`src/rtl/prot_pkg.sv`:
```
// Definitions shared by the protocol-trigger SPI receiver and the SPI transmitter:
// frame lengths, SCLK edge encoding and the transmitter state type.
package prot_pkg;

    typedef enum logic [2:0] {
        ST_IDLE,
        ST_FRONT,
        ST_LOW,
        ST_HIGH,
        ST_BACK
    } spi_tx_state_t;

    localparam int LEN8  = 8;
    localparam int LEN16 = 16;

    localparam logic EDG_RISE = 1'b1;
    localparam logic EDG_FALL = 1'b0;

    function automatic logic [4:0] frame_bits(input logic len8);
        return len8 ? 5'(LEN8) : 5'(LEN16);
    endfunction

endpackage

```
`src/rtl/spi_tx_clkgen.sv`:
```
// Half-period timer and SCLK register for the SPI transmitter; the rise/fall
// pulses flag the system clock edge on which SCLK will change.
module spi_tx_clkgen #(
    parameter int SCLK_DIV = 16
) (
    input  logic clk,
    input  logic rst_n,
    input  logic i_start,
    input  logic i_en,
    input  logic i_hold,
    output logic o_sclk,
    output logic o_tc,
    output logic o_sclk_rise,
    output logic o_sclk_fall
);
    localparam int HALF = SCLK_DIV / 2;
    localparam int CW   = $clog2(HALF + 1);

    logic [CW-1:0] r_cnt;
    logic          r_sclk;
    logic          w_tc;
    logic          w_toggle;

    assign w_tc     = i_en && (r_cnt == '0);
    assign w_toggle = w_tc && !i_hold;

    always_ff @(posedge clk or negedge rst_n) begin
        if (!rst_n) begin
            r_cnt  <= '0;
            r_sclk <= 1'b1;
        end else begin
            if (i_start || w_tc) begin
                r_cnt <= CW'(HALF - 1);
            end else if (i_en) begin
                r_cnt <= r_cnt - 1'b1;
            end
            if (i_start) begin
                r_sclk <= 1'b1;
            end else if (w_toggle) begin
                r_sclk <= ~r_sclk;
            end
        end
    end

    assign o_sclk      = r_sclk;
    assign o_tc        = w_tc;
    assign o_sclk_rise = w_toggle && !r_sclk;
    assign o_sclk_fall = w_toggle && r_sclk;

endmodule

```
`src/rtl/spi_tx.sv`:
```
// SPI master transmitter: frames 8/16-bit words on SS_n/SCLK/MOSI, MSB first,
// and captures MISO on the opposite SCLK edge to the one MOSI moves on.
//
// state | meaning
// IDLE  | waiting for wrt, SS_n high, SCLK high
// FRONT | SS_n low, SCLK high, MSB presented for HALF clocks
// LOW   | SCLK low half period
// HIGH  | SCLK high half period; after the Nth one the frame ends
// BACK  | SCLK high trailer of HALF clocks before SS_n is released
module spi_tx #(
    parameter int SCLK_DIV = 16
) (
    input  logic        clk,
    input  logic        rst_n,
    input  logic        wrt,
    input  logic [15:0] cmd,
    input  logic        len8_16,
    input  logic        edg,
    input  logic        MISO,
    output logic        SS_n,
    output logic        SCLK,
    output logic        MOSI,
    output logic        busy,
    output logic        done,
    output logic [15:0] rd_data
);
    import prot_pkg::*;

    spi_tx_state_t r_state, w_state_nxt;

    logic        r_len8;
    logic        r_edg;
    logic [15:0] r_tx;
    logic [15:0] r_rx;
    logic [4:0]  r_bits_left;
    logic        r_ss_n;
    logic        r_busy;
    logic        r_done;
    logic [15:0] r_rd_data;

    logic w_start, w_hold, w_en, w_tc, w_sclk, w_rise, w_fall;
    logic w_adv, w_cap, w_end;

    spi_tx_clkgen #(.SCLK_DIV(SCLK_DIV)) u_clkgen (
        .clk         (clk),
        .rst_n       (rst_n),
        .i_start     (w_start),
        .i_en        (w_en),
        .i_hold      (w_hold),
        .o_sclk      (w_sclk),
        .o_tc        (w_tc),
        .o_sclk_rise (w_rise),
        .o_sclk_fall (w_fall)
    );

    assign w_en = (r_state != ST_IDLE);

    always_ff @(posedge clk or negedge rst_n) begin
        if (!rst_n) begin
            r_state <= ST_IDLE;
        end else begin
            r_state <= w_state_nxt;
        end
    end

    always_comb begin
        w_state_nxt = r_state;
        w_start     = 1'b0;
        w_hold      = 1'b0;
        case (r_state)
            ST_IDLE: begin
                w_hold = 1'b1;
                if (wrt) begin
                    w_state_nxt = ST_FRONT;
                    w_start     = 1'b1;
                end
            end
            ST_FRONT: if (w_tc) w_state_nxt = ST_LOW;
            ST_LOW:   if (w_tc) w_state_nxt = ST_HIGH;
            ST_HIGH: begin
                w_hold = (r_bits_left == 5'd0);
                if (w_tc) w_state_nxt = w_hold ? ST_BACK : ST_LOW;
            end
            ST_BACK: begin
                w_hold = 1'b1;
                if (w_tc) w_state_nxt = ST_IDLE;
            end
            default: w_state_nxt = ST_IDLE;
        endcase
    end

    // The first fall (out of FRONT) and the last rise never move MOSI,
    // so each bit is held a full SCLK period around its sampling edge.
    assign w_adv = (r_edg == EDG_RISE) ? (w_fall && (r_state == ST_HIGH))
                                       : (w_rise && (r_bits_left != 5'd1));
    assign w_cap = (r_edg == EDG_FALL) ? w_fall : w_rise;
    assign w_end = (r_state == ST_BACK) && w_tc;

    always_ff @(posedge clk or negedge rst_n) begin
        if (!rst_n) begin
            r_len8      <= 1'b0;
            r_edg       <= 1'b0;
            r_tx        <= '0;
            r_rx        <= '0;
            r_bits_left <= '0;
            r_ss_n      <= 1'b1;
            r_busy      <= 1'b0;
            r_done      <= 1'b0;
            r_rd_data   <= '0;
        end else begin
            if (w_start) begin
                r_len8      <= len8_16;
                r_edg       <= edg;
                r_tx        <= len8_16 ? {cmd[7:0], 8'h00} : cmd;
                r_rx        <= '0;
                r_bits_left <= frame_bits(len8_16);
            end else begin
                if (w_rise) r_bits_left <= r_bits_left - 5'd1;
                if (w_adv)  r_tx <= {r_tx[14:0], 1'b0};
                if (w_cap)  r_rx <= {r_rx[14:0], MISO};
            end
            r_ss_n <= (w_state_nxt == ST_IDLE);
            r_busy <= (w_state_nxt != ST_IDLE);
            r_done <= w_end;
            if (w_end) begin
                r_rd_data <= r_len8 ? {8'h00, r_rx[7:0]} : r_rx;
            end
        end
    end

    assign SS_n    = r_ss_n;
    assign SCLK    = w_sclk;
    assign MOSI    = r_tx[15];
    assign busy    = r_busy;
    assign done    = r_done;
    assign rd_data = r_rd_data;

endmodule

```
`config.mk`:
```
export PLATFORM = sky130hd
export DESIGN_NAME = spi_tx
export DESIGN_NICKNAME = d
export VERILOG_FILES = /design/src/rtl/prot_pkg.sv /design/src/rtl/spi_tx_clkgen.sv /design/src/rtl/spi_tx.sv
export SDC_FILE = /design/constraint.sdc
export NUM_CORES = 1
export LEC_CHECK = 0
export CAP_MARGIN = 15
export CORE_MARGIN = 1
export CORE_UTILIZATION = 35
export DETAILED_ROUTE_END_ITERATION = 10
export PLACE_DENSITY = 0.63
export SYNTH_ARGS = -nofsm -noshare
export SYNTH_HDL_FRONTEND = slang
export SYNTH_SLANG_ARGS = --single-unit
```
`constraint.sdc`:
```
create_clock -name clk -period 1.95 [get_ports clk]
set_input_delay 0.585 -clock clk [delete_from_list [all_inputs] [get_ports clk]]
set_output_delay 0.585 -clock clk [all_outputs]
set_load 0.005 [all_outputs]
```
==> results.json <==
{
  "grtUsageTotal_pct": 14.5,
  "dp_hpwl_mm": 4.28,
  "cts_root_buf": "clkbuf_8",
  "synth_edf_count": 0,
  "wirelength_mm": 6.59,
  "netlist_top_cells_count": "nand2_1 (69), dfrtp_1 (64), o21ai_0 (27), clkbuf_1 (16), nand3_1 (15)",
  "status": "finished clean",
  "design.core.area_sq_um": 8760,
  "dr.pass1.iters": 4,
  "area.growth.synth_to_final_pct": 35.7,
  "yosys_warnings": 0,
  "path_cells": "inv_2 -> ha_4 -> or3b_4 -> buf_6 -> a2111oi_4 -> buf_6 -> clkbuf_16 -> o21ai_0",
  "path_buf_inv": 4,
  "die_y_um": 97.3,
  "cp_top_family": "buffers and inverters",
  "slew_headroom_pct": 73.4,
  "period_share_pct": 96.8,
  "vias_per_cell": 4.98,
  "synth.distinct_cells": 49,
  "die_x_um": 97.3,
  "h-tree-depth": 3,
  "synthArstFlopShare_pct": 100,
  "drcViolationCount": 0,
  "initial_utilization_pct": 36.3,
  "antenna_found_initial": 0,
  "yosysSeqAreaShare_pct": 52.0,
  "synthCells": 312,
  "clock_latency_ns": 0.34,
  "syn-cell-area_sq_um": 3180,
  "crit_path_frequent_cell": "buf_6",
  "final_nets": 405,
  "hold_path.class": "in -> async",
  "synth_area_leaders": "dfrtp_1 (50%), nand2_1 (8.1%), o21ai_0 (4.2%), mux2_2 (3.5%), o211ai_2 (3.1%)",
  "place.gp.congestion": 0.755,
  "maxCapViolCount": 0,
  "path_max_fanout": 8,
  "die_area_sq_um": 9480,
  "avgSynthCellArea_sq_um": 10.2,
  "syn_nets": 338,
  "numCtsBuffers": 9,
  "critPathCaptureType": "flip-flop",
  "cts_num_sinks": 66,
  "regArea_sq_um": 1650,
  "slew_violations": 0,
  "grt_pass1_wl_mm": 10.9,
  "fin_cells": 492,
  "leakagePower_nw": 1.87,
  "fmax_mhz": 530,
  "power_w": 0.00511,
  "fill_cells": 817,
  "cp.required_ns": 2.17,
  "crit_slowest_cell": "or3b_4",
  "p_per_area_nw_per_um2": 1180,
  "vias": 2449,
  "postRouteAntennaNets": 0,
  "overflow": 0,
  "grt_pass1_vias": 2337,
  "ys_ff_latch": 66,
  "dp.cells": 469,
  "path_clk_slew_ns": 0.08,
  "synthFlopType": "dfrtp_1",
  "multi_input_area_sq_um": 1480,
  "crit_type": "reg -> reg",
  "fin_worst_skew_ns": 0.0110,
  "period_needed_ns": 1.89,
  "ir_drop_mv": 0.690,
  "worstPathArrival_ns": 2.11,
  "ios": 43,
  "setup_viol": 0,
  "synth_top_area_share_pct": 50.3,
  "grt_max_degree": 67,
  "synth_top_area_cell": "dfrtp_1",
  "final-hold-violation-count": 0,
  "cts_tree": "yes",
  "wl_per_cell_um": 13.4,
  "worstMarginPinSlew_ns": 0.399,
  "drive_above_1_share_pct": 24.5,
  "yosysMostFrequentCell": "nand2_1",
  "drt_iter0_drc": 90,
  "ctsHoldBuffers": 0,
  "rsz0062_at_grt": "true",
  "antenna_cells": 0,
  "clock_path_buffers": 2,
  "crit_path_max_incr_delay_ns": 0.42,
  "rows": 34,
  "port-buffer-count": 42,
  "start_kind": "flip-flop"
}
layout make-up:
class / instances / share of cell area [%]
flip-flops and latches: 66 / 38.3
multi-input cells: 219 / 34.3
repair buffers: 77 / 18.7
well taps: 108 / 3.13
clock buffers: 10 / 2.95
clock inverters: 6 / 2.09
inverters: 6 / 0.521
where the power goes:
part,internal (W),switching (W)
clock network,0.000724,0.000539
logic,0.000936,0.000837
registers,0.00176,0.000314
total,0.00342,0.00169
state kept, by name, indices dropped and copies added (netlist names), 3 cells and up:
signal and cells:
r_tx 16, r_bits_left 5, r_rx 16, r_state 3, rd_data 16, u_clkgen.r_cnt 4
path summary, 6_finish.rpt:
path,cells past startpoint,endpoint,slack [ns],start
worst max-delay path,8,r_rx[15],0.06,u_clkgen.r_cnt[0]
worst min-delay path,2,rd_data[8],0.24,rst_n
max in group asynchronous,2,SS_n,1.37,rst_n
worst max register to register,8,r_rx[15],0.06,u_clkgen.r_cnt[0]
worst min register to register,2,rd_data[14],0.48,rd_data[14]
min in group clk,2,rd_data[14],0.48,rd_data[14]
layer usage:
| metal | track usage (%) | part of all wire, % |
|---|---|---|
| met2 | 22.7 | 48 |
| met1 | 18.8 | 47 |
| met4 | 6.45 | 1.7 |
| met3 | 3.81 | 3.5 |
| met5 | 0 | 0 |
cells in the final DEF, fill, tap and decap left out, types with 3 or more instances in the layout:
cell type         n
a21oi_1           5
buf_12            7
inv_1             3
o21ai_0          19
nand3b_1          9
inv_2             3
clkbuf_8          9
nor3_1            5
o221ai_1          5
clkdlybuf4s50_1  39
ha_1              3
nand2_2           3
o21ai_1           9
nand2b_1          9
nand3_1          15
dfrtp_1          64
nand2_1          66
mux2i_1           8
buf_4            23
buf_6             3
nor2_1            8
mux2_2            9
o211ai_2          8
stage by stage:
stage	utilization (%)	hold WS (ns)	instance area (sq um)	TNS (ns)	setup WS (ns)
floorplan	-	0.289	3200	-1.88	-0.159
global placement	45.1	0.461	3950	-11.16	-0.325
detailed placement	45.1	0.470	3950	-11.70	-0.340
CTS	47.6	0.248	4180	0	0.0203
global route	49.3	0.269	4320	-0.0207	-0.0148
finish	49.3	0.236	4320	0	0.0627
kinds of logic (layout without fill, tap and decap cells):
logic type      Yosys count  in the layout  share of synthesized area (%)
compound gates           63             63                           15.4
xor+xnor                  2              2                          0.551
fa+ha+maj                 4              4                           1.57
buf+inv                  28             99                           3.93
flops                    66             66                           52.0
mux                      18             18                           6.06
simple gates            131            132                           20.5
what timing repair did:
item / in CTS / in global routing
resized for setup: 3 / 25
gates cloned: 0 / 4
pin swaps: 0 / 1
endpoints found under the setup margin: 26 / 46
setup buffers: 1 / 2
Power figures use the tool's default switching activity.
